`src/rtl/md_unit.sv`:
```
// md_unit: iterative MULT/MULTU/DIV/DIVU/MTHI/MTLO unit that owns the architectural HI/LO pair.
// Define MD_DIV_EN to build the restoring divider; without it DIV/DIVU decode as no-ops.
module md_unit #(
  parameter int WIDTH = 32
) (
  input  logic             clk,
  input  logic             rst,
  input  logic             StartE,
  input  logic [2:0]       MDOpE,
  input  logic [WIDTH-1:0] SrcAE,
  input  logic [WIDTH-1:0] SrcBE,
  output logic             BusyMD,
  output logic             DoneMD,
  output logic [WIDTH-1:0] HI,
  output logic [WIDTH-1:0] LO
);
  localparam int         CW      = $clog2(WIDTH);
  localparam logic [2:0] OP_MTHI = 3'b100;
  localparam logic [2:0] OP_MTLO = 3'b101;

  typedef enum logic [1:0] {S_IDLE, S_RUN, S_FIX} state_t;
  state_t r_state, w_state_nx;

  logic [CW-1:0]      r_cnt;
  logic [2*WIDTH-1:0] r_acc;
  logic [WIDTH-1:0]   r_opa;
  logic [WIDTH-1:0]   r_opb;
  logic               r_neg_res;

  logic               w_idle, w_mul_op, w_div_op, w_signed, w_start, w_mt;
  logic [WIDTH-1:0]   w_abs_a, w_abs_b;
  logic [WIDTH:0]     w_sum;
  logic [2*WIDTH-1:0] w_mul_next, w_fix_res;

  assign w_idle   = (r_state == S_IDLE);
  assign w_mul_op = (MDOpE[2:1] == 2'b00);
`ifdef MD_DIV_EN
  assign w_div_op = (MDOpE[2:1] == 2'b01);
`else
  assign w_div_op = 1'b0;
`endif
  assign w_signed = ~MDOpE[0];
  assign w_start  = StartE & w_idle & (w_mul_op | w_div_op);
  assign w_mt     = StartE & w_idle & ((MDOpE == OP_MTHI) | (MDOpE == OP_MTLO));

  // Magnitudes are unsigned, so -2^31 survives negation as 0x80000000.
  assign w_abs_a = (w_signed && SrcAE[WIDTH-1]) ? -SrcAE : SrcAE;
  assign w_abs_b = (w_signed && SrcBE[WIDTH-1]) ? -SrcBE : SrcBE;

  assign BusyMD = (r_state != S_IDLE);

  // Shift-add: r_opa is the multiplicand, r_opb shifts the multiplier out LSB first.
  assign w_sum      = {1'b0, r_acc[2*WIDTH-1:WIDTH]} + {1'b0, r_opa};
  assign w_mul_next = r_opb[0] ? {w_sum, r_acc[WIDTH-1:1]} : {1'b0, r_acc[2*WIDTH-1:1]};

`ifdef MD_DIV_EN
  logic               r_is_div, r_neg_rem;
  logic [WIDTH:0]     w_rem_sh, w_diff;
  logic               w_qbit;
  logic [2*WIDTH-1:0] w_div_next;

  // Restoring step: upper half is the partial remainder, lower half collects quotient bits.
  assign w_rem_sh   = {r_acc[2*WIDTH-1:WIDTH], r_opa[WIDTH-1]};
  assign w_diff     = w_rem_sh - {1'b0, r_opb};
  assign w_qbit     = ~w_diff[WIDTH];
  assign w_div_next = {(w_qbit ? w_diff[WIDTH-1:0] : w_rem_sh[WIDTH-1:0]),
                       r_acc[WIDTH-2:0], w_qbit};
`endif

  always_comb begin
    // NOTE: every combinational output gets a default first, so no path leaves it unassigned (no latch).
    w_fix_res = r_neg_res ? -r_acc : r_acc;
`ifdef MD_DIV_EN
    if (r_is_div) begin
      w_fix_res[2*WIDTH-1:WIDTH] = r_neg_rem ? -r_acc[2*WIDTH-1:WIDTH] : r_acc[2*WIDTH-1:WIDTH];
      w_fix_res[WIDTH-1:0]       = r_neg_res ? -r_acc[WIDTH-1:0] : r_acc[WIDTH-1:0];
    end
`endif
  end

  always_comb begin
    w_state_nx = r_state;
    case (r_state)
      S_IDLE:  if (w_start) w_state_nx = S_RUN;
      S_RUN:   if (r_cnt == CW'(WIDTH-1)) w_state_nx = S_FIX;
      S_FIX:   w_state_nx = S_IDLE;
      default: w_state_nx = S_IDLE;
    endcase
  end

  // NOTE: clocked state uses non-blocking assignments so every register samples pre-edge values.
  always_ff @(posedge clk or posedge rst) begin
    if (rst) r_state <= S_IDLE;
    else     r_state <= w_state_nx;
  end

  always_ff @(posedge clk or posedge rst) begin
    if (rst) begin
      r_cnt     <= '0;
      r_acc     <= '0;
      r_opa     <= '0;
      r_opb     <= '0;
      r_neg_res <= 1'b0;
`ifdef MD_DIV_EN
      r_is_div  <= 1'b0;
      r_neg_rem <= 1'b0;
`endif
      HI        <= '0;
      LO        <= '0;
      DoneMD    <= 1'b0;
    end else begin
      DoneMD <= (r_state == S_FIX);
      case (r_state)
        S_IDLE: begin
          if (w_start) begin
            r_opa     <= w_abs_a;
            r_opb     <= w_abs_b;
            r_neg_res <= w_signed & (SrcAE[WIDTH-1] ^ SrcBE[WIDTH-1]);
            r_acc     <= '0;
            r_cnt     <= '0;
`ifdef MD_DIV_EN
            r_is_div  <= w_div_op;
            r_neg_rem <= w_signed & SrcAE[WIDTH-1];
`endif
          end else if (w_mt) begin
            if (MDOpE == OP_MTHI) HI <= SrcAE;
            else                  LO <= SrcAE;
          end
        end
        S_RUN: begin
          r_cnt <= r_cnt + CW'(1);
`ifdef MD_DIV_EN
          if (r_is_div) begin
            r_acc <= w_div_next;
            r_opa <= r_opa << 1;
          end else
`endif
          begin
            r_acc <= w_mul_next;
            r_opb <= r_opb >> 1;
          end
        end
        S_FIX:   {HI, LO} <= w_fix_res;
        default: ;
      endcase
    end
  end
endmodule
```
`config.mk`:
```
export PLATFORM = sky130hd
export DESIGN_NAME = md_unit
export DESIGN_NICKNAME = d
export VERILOG_FILES = /design/src/rtl/md_unit.sv
export SDC_FILE = /design/constraint.sdc
export NUM_CORES = 1
export LEC_CHECK = 0
export ABC_AREA = 1
export CELL_PAD_IN_SITES_DETAIL_PLACEMENT = 0
export CELL_PAD_IN_SITES_GLOBAL_PLACEMENT = 2
export CORE_ASPECT_RATIO = 1.25
export CORE_MARGIN = 2
export CORE_UTILIZATION = 39
export CTS_BUF_LIST = sky130_fd_sc_hd__clkbuf_4
export DETAILED_ROUTE_END_ITERATION = 12
export DONT_BUFFER_PORTS = 1
export GPL_TIMING_DRIVEN = 0
export PLACE_DENSITY = 0.95
export SETUP_SLACK_MARGIN = 0.1
export SYNTH_ARGS = -nofsm -noshare
export SYNTH_HDL_FRONTEND = slang
export SYNTH_SLANG_ARGS = --single-unit
```
`constraint.sdc`:
```
create_clock -name clk -period 13.3 [get_ports clk]
set_input_delay 0.665 -clock clk [delete_from_list [all_inputs] [get_ports clk]]
set_output_delay 0.665 -clock clk [all_outputs]
set_load 0.02 [all_outputs]
```
==> reports/metrics.yaml, run 1 <==
regArea_sq_um: 5030
slew_violations: 0
drive_above_1_share: 0.0824
num_vias: 15791
tightest_slew_ns: 1.01
core-area_sq_um: 37900
finalCritPeriodShare: 0.197
synth_edf_count: 0
drc: 0
fillers: 4198
worst_slew_margin_rel: 0.324
p_per_area_nw_per_um2: 237
min_path_type: "in2reg"
power_uw: 3830
r2r_cells: 14
synth.avg_cell_area_sq_um: 6.38
grt_util_all_layers: 0.314
wirelength_mm: 62.1
firstDrtPassIters: 6
postPlaceCellArea_sq_um: 15500
hold_viol_final: 0
cp_max_fo: 6
ant_nets: 0
hold_end: "r_opb[25]"
pin_count: 136
setup.worst_path.end_class: "flop"
grt_pass1_wl_mm: 92.2
initial_core_util: 0.392
postCtsSetupBuffers: 0
routed_via_density: 5.43
layout_commonest_cell: "nand2_1"
layout.nets: 2496
synth_fa_ha_area_frac: 0.0324
cts_tree: "done"
cts_sinks: 201
synth_compound_area_frac: 0.127
synth_top_family_by_area: "simple AND/OR/NAND/NOR gates"
hp-start: "SrcBE[25]"
fin_setup_tns_ns: 0
max_freq_mhz: 381
synthDistinctLibCells: 49
syn_inst: 2334
yosysSeqAreaShare: 0.338
syn_area_sq_um: 14900
antenna_found_initial: 2
rsz0062_at_grt: "false"
dp_hpwl_mm: 50.6
multi_input_area_sq_um: 8370
grt_max_degree: 106
synthMuxAreaShare: 0
clk-insertion-delay-late_ns: 0.74
rr_startpoint: "r_acc[32]"
routabilityCongestion: 0.994
htreeDepth: 2
synthToLayoutAreaGrowth_pct: 8.63
r2r-end: "r_acc[55]"
stdcell_area_sq_um: 16200
r2r_slack_ns: 10.67
fin_crit_ns: 2.63
grt_pass1_vias: 15169
outcome: "finished clean"
synthArstFlopShare: 1.00
leakagePower_uw: 0.00810
clkTransAtPathRegs_ns: 0.07
finish.utilization: 0.426
yosys.area_share.simple: 0.388
synthFlopType: "dfrtp_1"
fp.dieH_um: 222
cts_buffers: 50
die_area_sq_um: 39800
cts.path.max_buffers: 3
vdd_drop_max_mv: 0.117
worstPathArrival_ns: 3.27
die_w_um: 179
overflow: 0
port_buffers: 0
clk_root_buffer_cell: "clkbuf_4"
cap_violations: 0
synth_xor_area_frac: 0.0147
finClkSkew_ns: 0.0444
num_rows: 80
worstPathRequired_ns: 13.94
wl_per_cell_um: 21.3
worstSetupPathType: "reg2reg"
layout_common_cells: "nand2_1 (687), nor2_1 (337), inv_1 (290)"
start_kind: "flop"
holdPathStages: 2
synth.yosys.warnings: 0
ys_ff_latch: 201
finalSetupViolCount: 0
holdWs_ns: 0.0990
syn_nets: 2442
drtIter0Drc: 1327
## power breakdown
group	switching, uW	leakage (uW)	internal, uW
Clock	267	0.000368	278
Combinational	1470	0.00527	645
Sequential	328	0.00247	840
Total	2060	0.00810	1760
## sequential cells by signal, indices dropped and copies added (netlist names)
| name | cells |
|---|---|
| HI | 32 |
| DoneMD | 1 |
| r_acc | 64 |
| LO | 32 |
| r_opb | 32 |
| r_state | 2 |
| r_cnt | 5 |
| r_neg_res | 1 |
| r_opa | 32 |
## cell families (layout without fill, tap and decap cells)
family	Yosys count	after routing
buffers and inverters	378	460
flip-flops	201	201
AO/OA/AOI/OAI	333	333
XOR/XNOR	25	25
adder cells (fa/ha/maj)	38	38
other	0	1
AND/OR/NAND/NOR	1359	1359
## worst max-delay path, cell delays in order, from the launching register on
cell	delay [ns]
dfrtp_1	0.51
ha_1	0.27
inv_1	0.07
fa_1	0.43
inv_1	0.14
nand3_1	0.08
nand3_1	0.18
nand2_1	0.10
nand2_1	0.12
nand2_1	0.12
nand3_1	0.19
nand2_1	0.07
nand3_1	0.11
nand2_1	0.06
nand2_1	0.05
## worst max path at each step
| stage | from | slack (ns) | to | cells past startpoint |
|---|---|---|---|---|
| 2_1_floorplan | rst | 7.15 | DoneMD | 1 |
| 3_3_place_gp | rst | 4.86 | LO[13] | 1 |
| 3_5_place_dp | MDOpE[2] | 10.71 | r_opb[22] | 5 |
| 4_1_cts | r_acc[32] | 10.67 | r_acc[59] | 13 |
| 5_1_grt | r_acc[32] | 10.43 | r_acc[55] | 14 |
| 6_report | r_acc[32] | 10.67 | r_acc[55] | 14 |
## synthesized netlist by cell type, types with 2 or more instances
cell type	number	share of area
nand2_1	687	0.17
nor2_1	337	0.085
inv_1	291	0.073
nand3_1	228	0.077
dfrtp_1	201	0.34
a21oi_1	123	0.041
o21ai_0	104	0.035
o22ai_1	43	0.018
buf_2	42	0.014
ha_1	37	0.031
clkbuf_1	25	0.0063
nand4_1	24	0.010
xor2_1	24	0.014
a31oi_1	19	0.0080
nor2_2	17	0.0071
nor3_1	14	0.0047
inv_2	10	0.0025
o211ai_1	10	0.0050
nand2_2	9	0.0038
nor2_4	9	0.0068
nand3_2	7	0.0047
o21ai_2	7	0.0041
o21bai_1	6	0.0030
buf_1	5	0.0013
buf_4	4	0.0020
nand2_4	4	0.0030
nand3b_1	4	0.0020
o221ai_1	4	0.0024
o31ai_1	4	0.0020
nor3_2	3	0.0020
o21ai_1	3	0.0010
or2_1	3	0.0013
or2_2	3	0.0013
a21oi_2	2	0.0012
a22o_1	2	0.0012
and3_1	2	0.00084
nand4_2	2	0.0017
o21ai_4	2	0.0022
o311ai_0	2	0.0012
or2_0	2	0.00084
## per-stage QoR
stage / setup slack (ns) / std cells
finish: 10.67 / 2909
global route: 10.43 / 2909
CTS: 10.67 / 2908
detailed placement: 10.71 / 2827
global placement: 4.86 / 2826
floorplan: 7.15 / 2334
## layer usage
metal,part of all wire,up-vias,track usage
li1,-,7653,-
met1,0.41,7457,0.386
met2,0.48,529,0.532
met3,0.056,150,0.0500
met4,0.053,2,0.147
met5,0.00019,-,0
## timing repair
item | 4_1_cts | 5_1_grt
hold buffers | 1 | 0
endpoints found under the hold margin | 96 | 0
resized for setup | 0 | 0
## cell type report
cell class	count	share of cell area
Multi-Input combinational cell	1755	0.518
Sequential cell	201	0.311
Inverter	302	0.0706
Tap cell	492	0.0381
Clock buffer	70	0.0325
Buffer	76	0.0218
Clock inverter	10	0.00596
Timing Repair Buffer	2	0.00232
Antenna cell	1	0.000155
Power figures use the tool's default switching activity.
==> run 2, diff against run 1 <==
--- a/config.mk
+++ b/config.mk
@@ -10,12 +10,12 @@
 export CELL_PAD_IN_SITES_GLOBAL_PLACEMENT = 2
 export CORE_ASPECT_RATIO = 1.25
 export CORE_MARGIN = 2
-export CORE_UTILIZATION = 39
+export CORE_UTILIZATION = 36
 export CTS_BUF_LIST = sky130_fd_sc_hd__clkbuf_4
 export DETAILED_ROUTE_END_ITERATION = 12
 export DONT_BUFFER_PORTS = 1
 export GPL_TIMING_DRIVEN = 0
-export PLACE_DENSITY = 0.95
+export PLACE_DENSITY = 0.94
 export SETUP_SLACK_MARGIN = 0.1
 export SYNTH_ARGS = -nofsm -noshare
 export SYNTH_HDL_FRONTEND = slang
==> constraint.sdc (replaced) <==
create_clock -name clk -period 2.6 [get_ports clk]
set_input_delay 0.13 -clock clk [delete_from_list [all_inputs] [get_ports clk]]
set_output_delay 0.13 -clock clk [all_outputs]
set_load 0.02 [all_outputs]
==> reports/metrics.yaml, run 2 (synthesis results as in run 1) <==
clkTransAtPathRegs_ns: 0.07  # about the same
dp_hpwl_mm: 51.5  # +1.8%
hold_viol_final: 0  # unchanged
cap_violations: 0  # unchanged
worstSetupPathType: "reg2reg"
wl_met3_mm: 3.88  # +12%
dp_slack_ns: 0.0494  # -10.66 ns
synthToLayoutAreaGrowth_pct: 17.3
slew_violations: 0  # unchanged
hold_end: "r_opb[31]"
worst_slack_ns: 0.227  # -10.45 ns
antenna_found_initial: 3  # +1
finalCritPeriodShare: 0.913  # +0.715
outcome: "finished clean"
num_vias: 16505  # +4.5%
die_area_sq_um: 43000  # +8.2%
pin_count: 136  # unchanged
rr_startpoint: "r_state[0]"
rsz0062_at_grt: "false"
ant_nets: 0  # unchanged
cts_sinks: 201  # unchanged
setup.worst_path.end_class: "flop"
dpl.cell_count: 2891  # +2.3%
start_kind: "flop"
max_freq_mhz: 421  # +11%
cts.path.max_buffers: 3  # unchanged
port_buffers: 0  # unchanged
cts_buffers: 53  # +6.0%
drtIter0Drc: 1484  # +12%
leakagePower_uw: 0.00856  # +5.7%
m1WireLength_mm: 26.2  # +3.7%
grt_util_all_layers: 0.301  # -0.0123
num_rows: 83  # +3.8%
hp-start: "MDOpE[2]"
p_per_area_nw_per_um2: 1140  # +380%
worstPathRequired_ns: 3.27  # -10.67 ns
worst_slew_margin_rel: 0.290  # -0.0336
r2r_cells: 7  # -7
wl_met2_mm: 31.1  # +3.3%
layout_commonest_cell: "nand2_1"
grt_pass1_vias: 16299  # +7.4%
worstPathArrival_ns: 3.04  # -0.23 ns
r2r-end: "r_opb[19]"
finalSetupViolCount: 0  # unchanged
cts_tree: "done"
cp_max_fo: 10  # +4
wirelength_mm: 64.6  # +4.1%
holdPathStages: 5  # +3
tightest_slew_ns: 1.06  # +0.0547 ns
layout_common_cells: "nand2_1 (686), nor2_1 (337), inv_1 (288)"
min_path_type: "in2reg"
fin_cells: 3097  # +6.5%
clk_root_buffer_cell: "clkbuf_4"
finish.utilization: 0.427  # about the same
routed_via_density: 5.33  # -1.8%
routabilityCongestion: 0.962  # -3.2%
grt_max_degree: 43  # -59%
highest_layer: "met4"
htreeDepth: 2  # unchanged
die_w_um: 186  # +4.0%
holdWs_ns: 0.0225  # -0.0765 ns
drive_above_1_share: 0.0838  # +0.00142
regMostFlops: "r_acc"
r2r_slack_ns: 0.23  # -10.45 ns
fp.dieH_um: 231  # +4.0%
overflow: 0  # unchanged
clk-insertion-delay-late_ns: 0.75  # about the same
finClkSkew_ns: 0.0407  # -0.00376 ns
fin_crit_ns: 2.37  # -0.253 ns
wl_per_cell_um: 20.9  # -2.2%
firstDrtPassIters: 6  # unchanged
layout.nets: 2614  # +4.7%
core-area_sq_um: 40900  # +7.9%
worstSetupStartpoint: "r_state[0]"
grt_pass1_wl_mm: 96.9  # +5.1%
vdd_drop_max_mv: 0.595  # +410%
power_uw: 19800  # +420%
initial_core_util: 0.364  # -0.0286
drc: 0  # unchanged
largest_reg_flops: 64  # unchanged
-- run 2: changes by cell type in the layout (fill, tap and decap cells not counted), sizes merged --
| cell | delta |
|---|---|
| buf | +6 |
| bufinv | -1 |
| clkbuf | -5 |
| clkinv | +16 |
| clkinvlp | +2 |
| diode | +2 |
| dlygate4sd3 | +109 |
| inv | -1 |
-- run 2: layout make-up --
type,count,area (sq um)
Tap cell,552,691
Timing Repair Buffer,117,1220
Clock inverter,26,136
Inverter,302,1140
Fill cell,4543,23500
Sequential cell,201,5030
Multi-Input combinational cell,1755,8400
Clock buffer,65,488
Antenna cell,3,7.51
Buffer,76,353
-- run 2: metrics by stage --
step,setup TNS (ns),cell area (sq um)
2_1_floorplan,-26.60,14900
6_report,0,17500
5_1_grt,0,17500
3_5_place_dp,0,15700
4_1_cts,0,17400
3_3_place_gp,-258.33,15600
-- run 2: layer usage --
metal  vias up  GRT usage
li1       7887          -
met2       608      0.510
met3       151     0.0438
met5         -          0
met1      7859      0.372
met4         0      0.152
-- run 2: power breakdown --
group          total (uW)  switching (uW)  internal [uW]
logic               11100            7680           3450
clock network        2750            1470           1280
registers            5960            1670           4300
-- run 2: critical path: stages, from the launching register on --
cell	delay (ns)
dfrtp_1	0.43
nor2_1	0.32
nand4_4	0.30
buf_2	0.37
a21oi_1	0.16
o21ai_0	0.09
dlygate4sd3_1	0.56
nand3_1	0.07
-- run 2: timing repair --
action / CTS / global route
pin swaps: 0 / 1
hold buffers: 109 / 1
buffers inserted: 0 / 2
gates resized for setup: 2 / 8
hold endpoints to repair: 224 / 3
setup endpoints to repair: 6 / 16
-- run 2: worst max path at each step --
stage	endpoint	slack, ns	cells after the start
5_1_grt	r_acc[39]	0.12	12
2_1_floorplan	DoneMD	-0.13	1
6_report	r_opb[19]	0.23	7
3_5_place_dp	r_acc[59]	0.05	13
3_3_place_gp	r_opb[24]	-1.32	1
4_1_cts	r_acc[63]	0.13	12
